--- src/rtl/tmds_channel_encoder.sv ---
// rtl/tmds_channel_encoder.sv - per-channel TMDS encoder (video/control/TERC4/guard), 2-stage pipeline
// Optional disparity monitor ports and check under TMDS_DISP_MON_EN.
module tmds_channel_encoder #(
  parameter int CN = 0
) (
  input  logic              clk_pixel,
  input  logic              reset_n,
  input  logic [2:0]        mode,
  input  logic [7:0]        video_data,
  input  logic [1:0]        control_data,
  input  logic [3:0]        island_data,
  output logic [9:0]        tmds
`ifdef TMDS_DISP_MON_EN
  ,
  output logic signed [4:0] disparity,
  output logic              disp_err
`endif
);

  localparam logic [2:0] MODE_CTRL   = 3'd0;
  localparam logic [2:0] MODE_VIDEO  = 3'd1;
  localparam logic [2:0] MODE_VGUARD = 3'd2;
  localparam logic [2:0] MODE_ISLAND = 3'd3;
  localparam logic [2:0] MODE_DGUARD = 3'd4;

  localparam logic [9:0] CTRL_00 = 10'b1101010100;
  localparam logic [9:0] CTRL_01 = 10'b0010101011;
  localparam logic [9:0] CTRL_10 = 10'b0101010100;
  localparam logic [9:0] CTRL_11 = 10'b1010101011;
  localparam logic [9:0] GB_A    = 10'b1011001100;
  localparam logic [9:0] GB_B    = 10'b0100110011;

  function automatic logic [9:0] terc4(input logic [3:0] d);
    logic [9:0] s;
    case (d)
      4'h0: s = 10'b1010011100;
      4'h1: s = 10'b1001100011;
      4'h2: s = 10'b1011100100;
      4'h3: s = 10'b1011100010;
      4'h4: s = 10'b0101110001;
      4'h5: s = 10'b0100011110;
      4'h6: s = 10'b0110001110;
      4'h7: s = 10'b0100111100;
      4'h8: s = 10'b1011001100;
      4'h9: s = 10'b0100111001;
      4'hA: s = 10'b0110011100;
      4'hB: s = 10'b1011000110;
      4'hC: s = 10'b1010001110;
      4'hD: s = 10'b1001110001;
      4'hE: s = 10'b0101100011;
      default: s = 10'b1011000011;
    endcase
    return s;
  endfunction

  logic [3:0] n1d;
  logic       use_xnor;
  logic [8:0] q_m_d;

  // Stage 1: transition-minimising 9-bit word
  always_comb begin
    n1d = 4'd0;
    for (int i = 0; i < 8; i++) n1d = n1d + {3'b000, video_data[i]};
    use_xnor = (n1d > 4'd4) || ((n1d == 4'd4) && !video_data[0]);
    q_m_d[0] = video_data[0];
    for (int i = 1; i < 8; i++)
      q_m_d[i] = use_xnor ? ~(q_m_d[i-1] ^ video_data[i]) : (q_m_d[i-1] ^ video_data[i]);
    q_m_d[8] = ~use_xnor;
  end

  logic [8:0] s1_q_m;
  logic [2:0] s1_mode;
  logic [1:0] s1_ctrl;
  logic [3:0] s1_island;

  always_ff @(posedge clk_pixel or negedge reset_n) begin
    if (!reset_n) begin
      s1_q_m    <= '0;
      s1_mode   <= MODE_CTRL;
      s1_ctrl   <= 2'b00;
      s1_island <= '0;
    end else begin
      s1_q_m    <= q_m_d;
      s1_mode   <= mode;
      s1_ctrl   <= control_data;
      s1_island <= island_data;
    end
  end

  logic [3:0]        n1q;
  logic signed [4:0] bal;
  logic signed [4:0] cnt;
  logic signed [4:0] cnt_next;
  logic [9:0]        sym_next;
  logic              q8;
  logic [7:0]        q;

  assign q8 = s1_q_m[8];
  assign q  = s1_q_m[7:0];

  // bal = N1 - N0 of q_m[7:0]
  always_comb begin
    n1q = 4'd0;
    for (int i = 0; i < 8; i++) n1q = n1q + {3'b000, q[i]};
    bal = $signed({n1q, 1'b0}) - 5'sd8;
  end

  always_comb begin
    sym_next = CTRL_00;
    cnt_next = 5'sd0;
    case (s1_mode)
      MODE_VIDEO: begin
        if (cnt == 5'sd0 || bal == 5'sd0) begin
          sym_next = {~q8, q8, (q8 ? q : ~q)};
          cnt_next = q8 ? (cnt + bal) : (cnt - bal);
        end else if ((cnt > 5'sd0 && bal > 5'sd0) || (cnt < 5'sd0 && bal < 5'sd0)) begin
          sym_next = {1'b1, q8, ~q};
          cnt_next = cnt - bal + (q8 ? 5'sd2 : 5'sd0);
        end else begin
          sym_next = {1'b0, q8, q};
          cnt_next = cnt + bal - (q8 ? 5'sd0 : 5'sd2);
        end
      end
      MODE_VGUARD: sym_next = (CN == 1) ? GB_B : GB_A;
      MODE_ISLAND: sym_next = terc4(s1_island);
      MODE_DGUARD: sym_next = (CN == 0) ? terc4(s1_island) : GB_B;
      default: begin
        case (s1_ctrl)
          2'b00:   sym_next = CTRL_00;
          2'b01:   sym_next = CTRL_01;
          2'b10:   sym_next = CTRL_10;
          default: sym_next = CTRL_11;
        endcase
      end
    endcase
  end

  always_ff @(posedge clk_pixel or negedge reset_n) begin
    if (!reset_n) begin
      tmds <= CTRL_00;
      cnt  <= 5'sd0;
    end else begin
      tmds <= sym_next;
      cnt  <= cnt_next;
    end
  end

`ifdef TMDS_DISP_MON_EN
  logic out_of_range;
  assign out_of_range = (cnt_next > 5'sd10) || (cnt_next < -5'sd10);
  assign disparity    = cnt;

  always_ff @(posedge clk_pixel or negedge reset_n) begin
    if (!reset_n)          disp_err <= 1'b0;
    else if (out_of_range) disp_err <= 1'b1;
  end

`ifndef SYNTHESIS
  always @(posedge clk_pixel) begin
    if (reset_n) assert (!out_of_range) else $error("tmds disparity out of range: %0d", cnt_next);
  end
`endif
`endif

endmodule
--- config.mk ---
export PLATFORM = sky130hd
export DESIGN_NAME = tmds_channel_encoder
export DESIGN_NICKNAME = d
export VERILOG_FILES = /design/src/rtl/tmds_channel_encoder.sv
export SDC_FILE = /design/constraint.sdc
export NUM_CORES = 1
export LEC_CHECK = 0
export ABC_CLOCK_PERIOD_IN_PS = 6200
export CORE_AREA = 2 2 99 101
export CTS_CLUSTER_SIZE = 24
export DETAILED_ROUTE_END_ITERATION = 8
export DIE_AREA = 0 0 101 103
export DONT_BUFFER_PORTS = 1
export HOLD_SLACK_MARGIN = 0.12
export SLEW_MARGIN = 15
export SYNTH_ARGS = -nofsm -noshare
export SYNTH_HDL_FRONTEND = slang
export SYNTH_SLANG_ARGS = --single-unit
--- constraint.sdc ---
create_clock -name clk_pixel -period 6.2 [get_ports clk_pixel]
set_input_delay 1.24 -clock clk_pixel [delete_from_list [all_inputs] [get_ports clk_pixel]]
set_output_delay 1.24 -clock clk_pixel [all_outputs]
set_load 0.01 [all_outputs]
==> flow_results.org, run 1 <==
** Timing
- The final hold violation count was 0.
- Time the worst path needs with I/O delays and setup :: 4.48 ns
- Final setup violating endpoints :: 0
- Slew at the pin closest to its max-slew limit :: 0.676 ns
- For the final database, setup skew stands at 0.00499 ns.
- Headroom to the max-slew limit came out at 0.549.
- Minimum setup slack in the final design :: 1.72 ns
- Based on the critical path, the design can be clocked at up to 0.223 GHz.
- Setup repair after global routing left no endpoint under its margin.
- Setup total negative slack on the finished layout was measured at 0 ns.
- The number of pins with negative max-slew slack in the final report was 0.
- Post-route fraction of the period consumed by the critical path :: 0.723

** Synth
- After synthesis the cells add up to 2580 um^2.
- Number of enable flip-flop cells after synthesis :: 0
- Sequential element share of the synthesized area :: 0.313
- Yosys printed 0 warnings.
- Ys flop type :: sky130_fd_sc_hd__dfrtp_1
- In the synthesized netlist, the cells that appear most often are sky130_fd_sc_hd__inv_1, sky130_fd_sc_hd__ha_1, sky130_fd_sc_hd__dfrtp_1.
- Cell with the most instances after synthesis :: sky130_fd_sc_hd__inv_1
- By area the synthesized netlist is led by sky130_fd_sc_hd__dfrtp_1, sky130_fd_sc_hd__ha_1, sky130_fd_sc_hd__fa_1.
- Area leader, netlist :: sky130_fd_sc_hd__dfrtp_1
- Syn Inst Count :: 268
- Number of different library cells in the post-synthesis netlist :: 42
- Share of synthesized flip-flops with an asynchronous set or reset :: 1.00
- The share of synthesized area in the top cell type comes to 0.262.
- Mapped Avg Cell Area :: 9.62 um^2
- Synth Net Count :: 328
- Number of register bits inferred by synthesis :: 32

** Critical path
- Buffers & Inverters on Critical Path :: 3
- For this run, the slowest stage of the critical path takes 0.58 ns.
- For flop-to-flop paths, the worst setup slack is 1.72 ns.
- Worst setup EP type :: flip-flop
- Startpoint type of the worst setup path :: flip-flop
- Critical setup path kind :: flip-flop to flip-flop
- Crit path arrival time :: 4.67 ns
- The worst register-to-register path ends at cnt[3]$_DFF_PN0_.
- Counting stages on the worst path, the most repeated cell is sky130_fd_sc_hd__fa_1.
- Slowest cell on the critical path :: sky130_fd_sc_hd__fa_1
- Walking the worst path, the cells encountered are inv_1 > fa_1 > fa_1 > fa_1 > inv_1 > ha_1 > fa_1 > inv_1 > fa_1 > ha_1 > xor2_1 > mux2i_1 > a211o_1 > a21oi_1.
- For the worst flop-to-flop path, the logic depth is 14.
- At the worst endpoint, the required time is 6.39 ns.
- Worst reg2reg startpoint :: s1_q_m[0]$_DFF_PN0_
- Crit path max-delay family :: adder cells
- Along the worst path, the maximum fanout reaches 4.

** CTS
- In this run the number of H-tree levels came out at 2.
- Setup Buffers After CTS :: 0
- Hold_buf cts :: 0
- In this run, post-CTS repair resized a total of 0 instances.
- Inserted Clock Buffers :: 5
- Clock tree synthesis found a total of 32 sinks.
- The longest clock path from root to sink contains 2 buffers.
- Clock-pin slew of the registers on the worst-case setup and hold paths :: 0.06 ns
- TritonCTS built the clock tree.
- Clk_lat worst skew :: 0.28 ns
- Clock root buffer :: sky130_fd_sc_hd__clkbuf_8

** Flow run
- Across the run, the number of max-cap violations was 0.

** Placed design
- Detailed-placement wirelength estimate :: 4270 um
- Buffers placed on the I/O ports in this run total 0.
- Routability cong. :: 0.788
- Prior to clock tree synthesis, the placed netlist has a worst setup slack of 1.70 ns.

** Finish
- Layout net count :: 327
- Compared with the post-synthesis result, the final layout area differs by 7.38%.
- Fraction of final layout cells sized beyond drive strength 1 :: 0.0712
- Sequential cell area :: 807 um^2
- Multi-input combinational cell area :: 1580 um^2
- 0 antenna diodes ended up in the layout.
- Fill cell total of the finished layout :: 994

** Detailed routing
- Once detail routing completed, the nets flagged for antenna violations numbered 0.
- In the routed design, unresolved DRC markers number 0.
- After detailed routing, the average wire length per cell comes to 14.3 um.
- In this run, the number of DRC markers left after iteration 0 of detailed routing was 82.
- After detailed routing, the total wire length is 5440 um.
- Vias post-DR :: 1856
- TritonRoute pass-1 iters :: 4
- DR vias/cell :: 4.87

** Outcome
- The flow ran to the end, and the final reports show no timing, DRC or antenna violations.

** Die
- Number of placement rows :: 36
- The die covers 10400 um^2.
- For this design the top-level I/O count stands at 29.
- Vertical die dimension :: 103 um
- For this configuration, the core starts out at a cell density of 0.272.
- The die is 101 um wide.
- Standard cell core area :: 9460 um^2

** Global routing
- Entering global routing, the biggest net connects 33 pins.
- For this run the aggregate overflow at the end of global routing stands at 0.
- For this run, the total global-route usage over all layers was measured as 0.110.
- The number of antenna violations at the first check in global routing is 0.
- The first global-routing pass estimated 8950 um of wire.
- The number of global-route vias before repair came to 1860.

** Min path
- The path with the worst hold slack has its endpoint at tmds[9]$_DFF_PN1_.
- Cell depth of the worst hold path :: 1
- Classification of the worst-slack hold path :: flip-flop to flip-flop
- Critical hold path startpoint :: s1_mode[0]$_DFF_PN0_
==> placed cells by master, fill, tap and decap left out, types with 8 or more instances in the layout <==
cell / netlist / routed
sky130_fd_sc_hd__a21oi_1: 11 / 11
sky130_fd_sc_hd__dfrtp_1: 27 / 27
sky130_fd_sc_hd__fa_1: 10 / 10
sky130_fd_sc_hd__ha_1: 31 / 31
sky130_fd_sc_hd__inv_1: 42 / 42
sky130_fd_sc_hd__nand2_1: 14 / 14
sky130_fd_sc_hd__nor2_1: 19 / 19
sky130_fd_sc_hd__o21ai_0: 10 / 10
sky130_fd_sc_hd__o221ai_1: 9 / 9
sky130_fd_sc_hd__xnor2_1: 21 / 21
sky130_fd_sc_hd__xor2_1: 8 / 8
==> worst register-to-register path, stage by stage (launching register included) <==
cell and delay (ns):
sky130_fd_sc_hd__dfrtp_1 0.36, sky130_fd_sc_hd__inv_1 0.07, sky130_fd_sc_hd__fa_1 0.56, sky130_fd_sc_hd__fa_1 0.43, sky130_fd_sc_hd__fa_1 0.49, sky130_fd_sc_hd__inv_1 0.04
sky130_fd_sc_hd__ha_1 0.19, sky130_fd_sc_hd__fa_1 0.58, sky130_fd_sc_hd__inv_1 0.13, sky130_fd_sc_hd__fa_1 0.57, sky130_fd_sc_hd__ha_1 0.19, sky130_fd_sc_hd__xor2_1 0.16
sky130_fd_sc_hd__mux2i_1 0.13, sky130_fd_sc_hd__a211o_1 0.31, sky130_fd_sc_hd__a21oi_1 0.17
==> cell families (layout without fill, tap and decap cells) <==
kind of cell,after synthesis,count (layout),synth area share
AOI/OAI and AO/OA,63,63,0.174
buffers and inverters,50,49,0.0728
and+or+nand+nor,47,47,0.0845
DFF,32,32,0.313
muxes,6,6,0.0291
adders and majority gates,41,41,0.228
xor gates and xnor gates,29,29,0.0985
==> stage by stage <==
stage,util,cell area [um^2],hold slack [ns],cells
after global routing,0.293,2770,0.631,381
after CTS,0.293,2770,0.632,381
final,0.293,2770,0.633,381
after detailed placement,0.284,2690,0.611,374
after floorplan,-,2580,0.564,268
after global placement,0.284,2690,0.615,374
==> sequential cells by signal, indices dropped and copies added (netlist names) <==
name	count
cnt	4
s1_ctrl	2
s1_mode	3
s1_island	4
tmds	10
s1_q_m	9
==> cell type report <==
cell class | count | area share
clock buffers | 6 | 0.0262
clock inverters | 1 | 0.00181
inverters | 42 | 0.0570
multi-input cells | 186 | 0.572
flip-flops and latches | 32 | 0.292
well taps | 114 | 0.0515
==> worst max-delay path by stage <==
stage                                to  slack (ns)                start  depth (start not counted)
detailed placement  s1_q_m[5]$_DFF_PN0_        1.70        video_data[0]                         11
finish                 cnt[3]$_DFF_PN0_        1.72  s1_q_m[0]$_DFF_PN0_                         14
global placement    s1_q_m[7]$_DFF_PN0_        1.71        video_data[0]                         11
CTS                    cnt[3]$_DFF_PN0_        1.71  s1_q_m[0]$_DFF_PN0_                         14
global route          tmds[3]$_DFF_PN0_        1.47  s1_q_m[0]$_DFF_PN0_                         14
floorplan           s1_q_m[5]$_DFF_PN0_        1.93        video_data[0]                         11
==> layer usage <==
metal | up-vias | wire length [um] | global-route usage
met2 | 39 | 2600 | 0.189
met3 | 6 | 272 | 0.0325
met1 | 912 | 2500 | 0.134
met5 | - | 0 | 0
met4 | 0 | 59 | 0.0374
li1 | 899 | - | -
Power of run 1 is left out: the tool's default activity adds up to more than one toggle a clock period on the data nets, which glitch-free logic cannot reach.
==> run 2, diff against run 1 <==
--- a/config.mk
+++ b/config.mk
@@ -5,7 +5,7 @@
 export SDC_FILE = /design/constraint.sdc
 export NUM_CORES = 1
 export LEC_CHECK = 0
-export ABC_CLOCK_PERIOD_IN_PS = 6200
+export ABC_CLOCK_PERIOD_IN_PS = 4050
 export CORE_AREA = 2 2 99 101
 export CTS_CLUSTER_SIZE = 24
 export DETAILED_ROUTE_END_ITERATION = 8
==> constraint.sdc (replaced) <==
create_clock -name clk_pixel -period 4.05 [get_ports clk_pixel]
set_input_delay 0.81 -clock clk_pixel [delete_from_list [all_inputs] [get_ports clk_pixel]]
set_output_delay 0.81 -clock clk_pixel [all_outputs]
set_load 0.01 [all_outputs]
==> run 2 against run 1 <==
Net effect:
- the flow now finishes with violations (negative setup slack)
- sequential share of layout area decreased by 3.0 points
- die area did not move
- first-iteration DRC count down 30%
- cell count is 6.0% higher
- critical path type unchanged
==> flow_results.org, run 2 (synthesis results as in run 1) <==
** Placed design
- Pre-CTS WS :: -0.216 ns
- Number of port buffers :: 0
- Routability cong. :: 0.881
- Detailed placement ended at an HPWL of 4310 um.

** Detailed routing
- Number of DRC violations after detailed-routing iteration 0 :: 57
- Final routed wirelength across all metal layers :: 5530 um
- In the routed design, unresolved DRC markers number 0.
- In this run the remaining antenna-violating nets after routing total 0.
- DR vias/cell :: 4.71
- Routed length per placed instance :: 13.7 um
- Vias post-DR :: 1901
- The pre-antenna-repair detailed-routing pass consisted of 4 iterations.

** Timing
- Worst slew margin :: 0.523
- Minimum setup slack in the final design :: -0.0766 ns
- Setup violations remaining at the end of the flow were counted as 9.
- Hold timing on the final database bottoms out at a slack of 0.210 ns.
- Number of slew-limit violations in the final report :: 0
- For the pin with the worst max-slew slack, the measured transition is 0.716 ns.
- Number of failing hold endpoints at the final stage :: 0
- Setup repair after global routing could not meet its margin everywhere.
- Timing would allow up to 0.242 GHz.
- Of the available clock period, the critical path in the final layout requires 1.02.
- Time the worst path needs with I/O delays and setup :: 4.13 ns
- On the final layout, the worst clock skew is 0.00785 ns.

** CTS
- CTS Buffer Depth :: 2
- Clock root buffer :: sky130_fd_sc_hd__clkbuf_8
- After clock tree synthesis, the flow added hold-fix buffers numbering 0.
- CTS tree :: yes
- Counting every sink on the clock net gives 32.
- Clock-pin slew of the registers on the worst-case setup and hold paths :: 0.07 ns
- H-tree levels :: 2
- Clk_lat worst skew :: 0.28 ns
- TritonCTS created 5 clock buffers.

** Critical path
- Data arrives at the worst endpoint at 4.33 ns.
- Counting both buffers and inverters, the worst setup path holds a total of 3.
- The most critical setup path has its endpoint at cnt[3]$_DFF_PN0_.
- CP Depth :: 14
- Critical Path Max Stage Delay :: 0.56 ns
- The critical path is of the flip-flop to flip-flop type.
- Slowest cell on the critical path :: sky130_fd_sc_hd__fa_1
- Measured in cells, the most critical reg-to-reg path has a length of 14.
- Crit path max-delay family :: adder cells
- Worst reg2reg startpoint :: s1_q_m[0]$_DFF_PN0_
- Req. time, crit path :: 4.25 ns
- R2R Path End :: cnt[3]$_DFF_PN0_
- Startpoint type of the worst setup path :: flip-flop
- Walking the worst path, the cells encountered are inv_2 > fa_1 > fa_1 > fa_1 > inv_1 > ha_2 > fa_2 > inv_2 > fa_1 > ha_1 > xor2_1 > mux2i_1 > a211o_1 > a21oi_1.
- In this design, the critical path's most frequently occurring cell is sky130_fd_sc_hd__fa_1.
- Largest fanout of any net on the critical path :: 3
- Worst setup EP type :: flip-flop
- In this run the worst setup path begins at s1_q_m[0]$_DFF_PN0_.
- Reg-to-reg slack, setup :: -0.08 ns

** Finish
- 0 antenna diodes ended up in the layout.
- In the layout the commonest cells are sky130_fd_sc_hd__inv_1, sky130_fd_sc_hd__ha_1, sky130_fd_sc_hd__dfrtp_1.
- Leading cell type in the layout, fill and taps excluded :: sky130_fd_sc_hd__inv_1
- Most flops, register :: tmds
- Max FFs per register :: 10
- Once layout is complete, the utilization of the core stands at 0.326.
- Compared with the post-synthesis result, the final layout area differs by 19.6%.
- In the final design database the tool counted 349 nets.
- The largest registers in the layout are tmds: 10 flops, s1_q_m: 9 flops.
- In the final layout, the share of cells above drive strength 1 is 0.221.

** Global routing
- Entering global routing, the biggest net connects 33 pins.
- For this run, the total global-route usage over all layers was measured as 0.112.
- Via count of the first global-routing pass :: 1999
- After global routing the overflow that remains totals 0.
- Number of antenna violations at the first check in global routing :: 0
- The first global-routing pass estimated 9170 um of wire.

** Die
- Number of placement rows :: 36
- Num ports :: 29
- The total area inside the core boundary comes to 9460 um^2.
- Starting density of the core :: 0.272
- Floorplan die width :: 101 um
- Vertical die dimension :: 103 um
- The die covers 10400 um^2.

** Outcome
- Outcome :: finished, violations left
- The final reports fail on negative setup slack.

** Flow run
- Across the run, the number of max-cap violations was 0.

** Min path
- The path class of the tightest hold or removal check is input port to asynchronous set/reset pin.
run 2: cell count changes in the layout (fill, tap and decap cells not counted), moves of 2 or more:
cell,before,now
sky130_fd_sc_hd__ha_1,31,27
sky130_fd_sc_hd__xnor2_1,21,16
sky130_fd_sc_hd__fa_1,10,8
sky130_fd_sc_hd__xor2_1,8,6
sky130_fd_sc_hd__nor2_2,0,2
sky130_fd_sc_hd__fa_2,0,2
sky130_fd_sc_hd__xor2_2,0,2
sky130_fd_sc_hd__buf_6,0,2
sky130_fd_sc_hd__buf_4,0,20
sky130_fd_sc_hd__xnor2_2,0,5
sky130_fd_sc_hd__nor2_1,19,17
sky130_fd_sc_hd__inv_1,42,39
sky130_fd_sc_hd__ha_2,0,3
sky130_fd_sc_hd__inv_2,0,3
run 2: what timing repair did:
item,4_1_cts,5_1_grt
gates resized for setup,10,9
setup buffers,1,4
endpoints found under the hold margin,0,0
setup endpoints to repair,13,13
pin swaps,6,9
run 2: area by class of cell:
cell class	instances	area, um^2
tap	114	143
timing repair buffer	22	173
fill	971	6380
multi-input combinational	186	1690
inverter	42	158
clock buffer	5	68.8
sequential	32	807
clock inverter	3	42.5
run 2: worst min-delay path by stage:
stage,end,depth (start not counted)
3_3_place_gp,s1_island[0]$_DFF_PN0_,0
6_report,s1_island[0]$_DFF_PN0_,0
3_5_place_dp,s1_island[0]$_DFF_PN0_,0
4_1_cts,s1_island[0]$_DFF_PN0_,0
5_1_grt,s1_island[2]$_DFF_PN0_,0
2_1_floorplan,cnt[1]$_DFF_PN0_,0
run 2: routing by layer:
metal,GRT usage,vias up,part of all wire
met1,0.131,914,0.44
met3,0.0312,7,0.047
li1,-,944,-
met4,0.0385,0,0.013
met2,0.199,36,0.50
met5,0,-,0
run 2: stage by stage:
stage	area [um^2]	cells	setup TNS, ns
floorplan	2600	268	-0.216
global placement	2840	391	-0.795
detailed placement	2840	391	-1.55
CTS	3010	400	-0.646
global route	3080	404	-2.49
finish	3080	404	-0.291
Power of run 2 is left out for the same reason.
